File: src/rtl/ram_loader_pkg.sv
// Shared types and default sizing for the program RAM loader.
package ram_loader_pkg;

  localparam int unsigned DEF_ADDR_WIDTH = 4;
  localparam int unsigned DEF_DATA_WIDTH = 8;
  localparam int unsigned LOAD_LEN       = 2 ** DEF_ADDR_WIDTH;

  typedef enum logic [2:0] {
    StIdle,
    StWaitByte,
    StWrite,
    StReadReq,
    StReadChk,
    StDone
  } state_e;

endpackage

File: src/rtl/ram_loader.sv
// Program RAM loader: writes a byte stream to addresses 0..2**ADDR_WIDTH-1 in order,
// optionally reading each word back to check it, while holding the CPU halted.
module ram_loader
  import ram_loader_pkg::*;
#(
  parameter int unsigned ADDR_WIDTH = DEF_ADDR_WIDTH,
  parameter int unsigned DATA_WIDTH = DEF_DATA_WIDTH,
  parameter int unsigned VERIFY     = 1
) (
  input  logic                  clk,
  input  logic                  reset,
  input  logic                  start,
  input  logic                  in_valid,
  input  logic [DATA_WIDTH-1:0] in_data,
  output logic                  in_ready,
  output logic                  ram_we,
  output logic                  ram_oe,
  output logic [ADDR_WIDTH-1:0] ram_address,
  output logic [DATA_WIDTH-1:0] ram_wdata,
  input  logic [DATA_WIDTH-1:0] ram_rdata,
  output logic                  cpu_halt,
  output logic                  busy,
  output logic                  done,
  output logic                  error,
  output logic [ADDR_WIDTH-1:0] error_addr
);

  localparam logic [ADDR_WIDTH-1:0] LastAddr = {ADDR_WIDTH{1'b1}};
  localparam logic [ADDR_WIDTH-1:0] AddrOne  = {{(ADDR_WIDTH-1){1'b0}}, 1'b1};

  state_e                state_q, state_d;
  logic [ADDR_WIDTH-1:0] addr_q, addr_d;
  logic [DATA_WIDTH-1:0] byte_q, byte_d;
  logic                  error_q, error_d;
  logic [ADDR_WIDTH-1:0] error_addr_q, error_addr_d;

  // State, address counter, byte register and sticky error capture.
  always_ff @(posedge clk) begin
    if (reset) begin
      state_q      <= StIdle;
      addr_q       <= '0;
      byte_q       <= '0;
      error_q      <= 1'b0;
      error_addr_q <= '0;
    end else begin
      state_q      <= state_d;
      addr_q       <= addr_d;
      byte_q       <= byte_d;
      error_q      <= error_d;
      error_addr_q <= error_addr_d;
    end
  end

  // Next-state logic; the last word always ends the load, so addr never wraps.
  always_comb begin
    state_d      = state_q;
    addr_d       = addr_q;
    byte_d       = byte_q;
    error_d      = error_q;
    error_addr_d = error_addr_q;
    unique case (state_q)
      StIdle, StDone: begin
        if (start) begin
          addr_d       = '0;
          error_d      = 1'b0;
          error_addr_d = '0;
          state_d      = StWaitByte;
        end
      end
      StWaitByte: begin
        if (in_valid) begin
          byte_d  = in_data;
          state_d = StWrite;
        end
      end
      StWrite: begin
        if (VERIFY != 0) begin
          state_d = StReadReq;
        end else if (addr_q == LastAddr) begin
          state_d = StDone;
        end else begin
          addr_d  = addr_q + AddrOne;
          state_d = StWaitByte;
        end
      end
      StReadReq: begin
        state_d = StReadChk;
      end
      StReadChk: begin
        if (ram_rdata != byte_q) begin
          // Abort on first mismatch; later addresses stay untouched.
          error_d      = 1'b1;
          error_addr_d = addr_q;
          state_d      = StDone;
        end else if (addr_q == LastAddr) begin
          state_d = StDone;
        end else begin
          addr_d  = addr_q + AddrOne;
          state_d = StWaitByte;
        end
      end
      default: state_d = StIdle;
    endcase
  end

  // Outputs decode only registered state, so reset clears them in the following cycle.
  always_comb begin
    busy        = (state_q != StIdle) && (state_q != StDone);
    cpu_halt    = busy;
    in_ready    = (state_q == StWaitByte);
    ram_we      = (state_q == StWrite);
    ram_oe      = (state_q == StReadReq) || (state_q == StReadChk);
    ram_address = busy ? addr_q : '0;
    ram_wdata   = ram_we ? byte_q : '0;
    done        = (state_q == StDone);
    error       = error_q;
    error_addr  = error_addr_q;
  end

endmodule

File: config.mk
export PLATFORM = sky130hd
export DESIGN_NAME = ram_loader
export DESIGN_NICKNAME = d
export VERILOG_FILES = /design/src/rtl/ram_loader_pkg.sv /design/src/rtl/ram_loader.sv
export SDC_FILE = /design/constraint.sdc
export NUM_CORES = 1
export LEC_CHECK = 0
export BUFFER_PORTS_ARGS = -buffer_cell sky130_fd_sc_hd__buf_2
export CAP_MARGIN = 20
export CELL_PAD_IN_SITES_DETAIL_PLACEMENT = 1
export CELL_PAD_IN_SITES_GLOBAL_PLACEMENT = 2
export CORE_MARGIN = 5
export CORE_UTILIZATION = 27
export CTS_BUF_LIST = sky130_fd_sc_hd__clkbuf_16
export CTS_CLUSTER_DIAMETER = 100
export DETAILED_ROUTE_END_ITERATION = 8
export GPL_TIMING_DRIVEN = 0
export MAX_ROUTING_LAYER = met4
export PLACE_DENSITY = 0.81
export SLEW_MARGIN = 20
export SYNTH_ARGS = -nofsm -noshare
export SYNTH_HDL_FRONTEND = slang
export SYNTH_SLANG_ARGS = --single-unit
File: constraint.sdc
create_clock -name clk -period 1.8 [get_ports clk]
set_clock_uncertainty 0.1 [all_clocks]
set_input_delay 0.18 -clock clk [delete_from_list [all_inputs] [get_ports clk]]
set_output_delay 0.18 -clock clk [all_outputs]
set_load 0.02 [all_outputs]
## Word level (Yosys, flattened, before mapping)

Index checks and enable logic that the tools add are counted.

| storage, ports and cells | value |
|---|---|
| register bits | 20 |
| bits in latches | 0 |
| bits in writable memories | 0 |
| bits in read-only memories | 0 |
| input bits | 20 |
| output and inout port bits | 23 |
| word-level logic and storage cells | 45 |
| memories kept | 0 |

| cells by class | value |
|---|---|
| add/sub/neg operators | 1 |
| $mul | 0 |
| divide/modulo/power cells | 0 |
| $lt $le $gt $ge | 0 |
| equality and inequality tests | 13 |
| shift operators | 0 |
| mux-type cells | 16 |
| bitwise gates (word level) | 0 |
| reductions and logical operators | 10 |

Operators by type and width:

| cell | number |
|---|---|
| $mux W4 | 5 |
| $pmux W4 S2 | 2 |
| $pmux W3 S5 | 1 |
| $mux W3 | 4 |
| $ne A2 B2 Y1 const B | 5 |
| $mux W8 | 1 |
| $ne A8 B8 Y1 | 1 |
| $eq A3 B2 Y1 const B | 2 |
| $eq A3 B3 Y1 const B | 2 |
| $add A4 B1 Y4 const B | 1 |
| $eq A4 B4 Y1 const B | 1 |
| $reduce_and A2 Y1 | 2 |
| $reduce_and A4 Y1 | 1 |
| $eq A3 B1 Y1 const B | 1 |
| $logic_not A3 Y1 | 1 |
| $ne A3 B3 Y1 const B | 1 |
| $reduce_and A3 Y1 | 1 |
| $reduce_bool A3 Y1 | 1 |
| $mux W1 | 2 |
| $pmux W1 S2 | 1 |
| $reduce_bool A2 Y1 | 1 |
| $reduce_or A2 Y1 | 1 |
| $logic_and A1 B1 Y1 | 1 |
| $logic_or A1 B1 Y1 | 1 |

## Depth between registers and ports, before layout

| depth | value |
|---|---|
| depth after elaboration | 4 |
| gate-level depth with buffers | 7 |
| gate-level depth less buffers | 5 |

## Worst setup path before layout

No wires, ideal clock.

| path | value |
|---|---|
| kind | register to output |
| start point | register state_q[2] |
| end point | output ram_wdata[0] |
| data arrival time | 1663 ps |
| data required time | 1520 ps |
| slack | -143 ps |
| cell stages (with the launch flop) | 4 |
| buffers on the path | 1 |
| cells stage by stage | dfxtp_1 > buf_2 > nor3b_1 > and2_1 |

| on the way | value |
|---|---|
| cells in the longest elaborated chain, start to end | 2 |

Ends and longest elaborated chain:

| what | line | RTL |
|---|---|---|
| start, declared | ram_loader.sv:31 | `state_e state_q, state_d;` |
| start signal, assigned | ram_loader.sv:40 | `state_q <= StIdle;` |
| start signal, assigned | ram_loader.sv:46 | `state_q <= state_d;` |
| $eq A3 B2 Y1 | ram_loader.sv:111 | `ram_we = (state_q == StWrite);` |
| via ram_we | ram_loader.sv:16 | `output logic ram_we,` |
| $mux W8 | ram_loader.sv:114 | `ram_wdata = ram_we ? byte_q : '0;` |
| end, declared | ram_loader.sv:19 | `output logic [DATA_WIDTH-1:0] ram_wdata,` |

The timed path passes the listed nets, and every way through them passes these cells.

## Worst setup path after layout

| path | value |
|---|---|
| start point | register byte_q[7] |
| end point | register addr_q[2] |

| on the way | value |
|---|---|
| cells in the longest elaborated chain, start to end | 3 |

Ends and longest elaborated chain:

| what | line | RTL |
|---|---|---|
| start, declared | ram_loader.sv:33 | `logic [DATA_WIDTH-1:0] byte_q, byte_d;` |
| start signal, assigned | ram_loader.sv:48 | `byte_q <= byte_d;` |
| $ne A8 B8 Y1 | ram_loader.sv:90 | `if (ram_rdata != byte_q) begin` |
| $ne A2 B2 Y1 (no source line) | - |  |
| $reduce_and A4 Y1 (no source line) | - |  |
| end signal, assigned | ram_loader.sv:47 | `addr_q <= addr_d;` |
| end, declared | ram_loader.sv:32 | `logic [ADDR_WIDTH-1:0] addr_q, addr_d;` |

Every way passes these cells.
A chain may end at the register's enable or synchronous reset.

==> results.tsv <==
metric	value	unit
worst-margin pin slew	0.344	ns
most common cell after layout, fill and taps aside	buf_2	
sequential cell area fraction in the yosys report	0.355	
Worst-Skew Late Latency	0.25	ns
largest net degree at the start of global routing	12	
RSZ-0062 raised after global routing	true	
Cells after DPL	222	
Tmin final	1.72	ns
Vias	1117	
first-pass GRT wire length	5620	um
crit-path max FO	9	
xor-xnor portion of the synthesized cell area	0.0698	
Power Internal	860	uW
status	complete, no violations	
Worst setup SP type	flip-flop	
drt total wl	3310	um
Worst path max stage delay	0.37	ns
# hold bufs at CTS	0	
die height	74.7	um
core area	4030	um^2
Worst EP required	1.86	ns
initial core utilization	0.280	
min-delay worst type	in2reg	
Top Ports	43	
crit path DAT	1.78	ns
Final Util	0.390	
max cap viols	0	
average size of a mapped cell	8.68	um^2
GRT Total Usage	0.132	
adder-cell share of the synthesized area	0.0200	
Setup-failing EPs final	0	
simple-gate share of the synthesized area	0.269	
kind of critical path	reg2reg	
deepest clock path buffer count	2	
Synth Cell Area	1130	um^2
post-route cell area	1570	um^2
pwr dens	736	nW/um^2
Post-DP Area	1410	um^2
vias per cell	4.84	
CP cell instances	xnor2_1, nand4_1, o21ai_4, a31oi_1, a311oi_1	
Slowest cell on crit path	dfxtp_1	
Net Sw Power	296	uW
Non-Filler Instances	231	
switching share of power	0.256	
Max VDD drop	0.276	mV
layout cells sized above 1	0.381	
multiplexer share of the synthesized area	0.0809	
max_slew headroom	0.770	
Clk pwr share	0.397	
TritonRoute pass-1 iters	4	
clock-pin transition on the worst setup and hold timing paths	0.05	ns
CTS tree	done	
diode count	0	
Logic pwr share	0.198	
Warnings, synthesis	0	
Final Hold Fails	0	
PortBufs	42	
num rows	23	
flops & latches, synth	20	
setup TNS	0	ns
Chip Width	74.7	um
Reg power frac	0.405	
Max Clk Rate	582	MHz
compound-gate portion of the synthesized area	0.141	
Clock Sinks	20	
Tcrit/Tclk final	0.954	
Fillers	507	
largest family of logic cells by synthesized area	simple AND/OR/NAND/NOR gates	
Root Driver	clkbuf_16	
Syn Nets	151	
WL/cell	14.3	um
GR Overflow Total	0	
DRC violations left	0	
most frequent cells in the layout	buf_2, dfxtp_1, nor2_1	
Die Area	5570	um^2
gpl congestion	0.793	
Final #Nets	203	
post-synthesis cell count	130	
DP HPWL	2490	um
vias in the first global route	1236	
post-route ant nets	0	
Final Max Slew Viols	0	
endpoint type of the worst setup path	flip-flop	
LEAKAGE	0.667	nW
initial antenna violation count	0	
CTS Buf Count	3	
P&R area growth vs syn	39.2	%
DR iter-0 viols	43	
synth unique cells	38	
htree depth	1	
==> power by group through the flow <==
stage / Clock [mW] / Combinational [mW] / Sequential [mW]
after floorplan: 0 / 0.141 / 0.476
after global placement: 0 / 0.197 / 0.479
after detailed placement: 0 / 0.204 / 0.479
after CTS: 0.473 / 0.209 / 0.470
after global routing: 0.494 / 0.252 / 0.471
final: 0.459 / 0.229 / 0.469
==> what timing repair did <==
item,4_1_cts,5_1_grt
setup endpoints to repair,14,17
setup buffers,0,5
pin swaps,0,2
resized for setup,5,8
==> metal layers <==
| metal | part of all wire | track usage |
|---|---|---|
| met1 | 0.47 | 0.167 |
| met4 | 0.0091 | 0.0237 |
| met2 | 0.46 | 0.219 |
| met3 | 0.056 | 0.0267 |
| met5 | 0 | - |
==> through the flow <==
stage	hold WS (ns)	total power [mW]	setup WS, ns
2_1_floorplan	0.227	0.617	0.200
3_3_place_gp	0.319	0.676	0.163
3_5_place_dp	0.327	0.683	0.0924
4_1_cts	0.0652	1.15	0.00463
5_1_grt	0.0795	1.22	-0.00743
6_report	0.0635	1.16	0.0822
==> logic make-up (layout without fill, tap and decap cells) <==
logic type,Yosys count,after routing
simple gates,54,54
fa+ha+maj,2,2
buf+inv,13,64
compound gates,23,23
mux,9,9
xor+xnor,9,9
flops,20,20
==> flip-flops by register name, summed over array words and instances, names as in the netlist <==
register,flops
error_addr,4
addr_q,4
error,1
state_q,3
byte_q,8
==> path summary, 6_finish.rpt <==
| check | start | end | slack (ns) | cells after the start |
|---|---|---|---|---|
| max | byte_q[7] | addr_q[2] | 0.08 | 5 |
| min | in_data[5] | byte_q[5] | 0.06 | 3 |
| max reg2reg | byte_q[7] | addr_q[2] | 0.08 | 5 |
| min reg2reg | error_addr[0] | error_addr[0] | 0.38 | 2 |
==> critical path: cells and delay by family, from the launching register on <==
kind | cells | cell delay (ns)
and+or+nand+nor | 1 | 0.30
AOI/OAI and AO/OA | 3 | 0.74
xor gates and xnor gates | 1 | 0.13
DFF | 1 | 0.37
==> synthesized netlist by cell type <==
master    number  area share
a211oi_1       1      0.0067
a21oi_1        3       0.013
a311oi_1       1      0.0078
a31oi_1        4       0.022
and2_1         9       0.050
and3_1         1      0.0055
buf_2          3       0.013
buf_4          1      0.0067
buf_6          1       0.010
clkbuf_1       1      0.0033
clkbuf_4       1      0.0067
dfxtp_1       20        0.35
ha_1           1       0.011
inv_1          5       0.017
inv_6          1      0.0078
maj3_1         1      0.0089
mux2_2         1       0.010
mux2i_1        8       0.071
nand2_1        8       0.027
nand2b_1       4       0.022
nand4_1        4       0.022
nand4_2        1       0.011
nand4b_1       1      0.0078
nor2_1        15       0.050
nor2b_1        4       0.022
nor3_1         3       0.013
nor3b_1        2       0.013
nor4_4         1       0.019
o211ai_1       1      0.0067
o21ai_0        6       0.027
o21ai_1        1      0.0044
o21ai_4        1       0.014
o22ai_1        1      0.0055
o32a_2         1       0.010
o32ai_1        3       0.023
or3_2          1      0.0067
xnor2_1        8       0.062
xor2_1         1      0.0078
==> final cells by class <==
| cell class | count | area, um^2 | area share |
|---|---|---|---|
| Clock buffer | 3 | 75.1 | 0.0478 |
| Buffer | 7 | 56.3 | 0.0358 |
| Sequential cell | 20 | 405 | 0.258 |
| Inverter | 6 | 27.5 | 0.0175 |
| Multi-Input combinational cell | 97 | 674 | 0.429 |
| Timing Repair Buffer | 47 | 267 | 0.170 |
| Tap cell | 50 | 62.6 | 0.0398 |
| Clock inverter | 1 | 3.75 | 0.00239 |
Note: power is estimated with default switching activity, not from simulation.
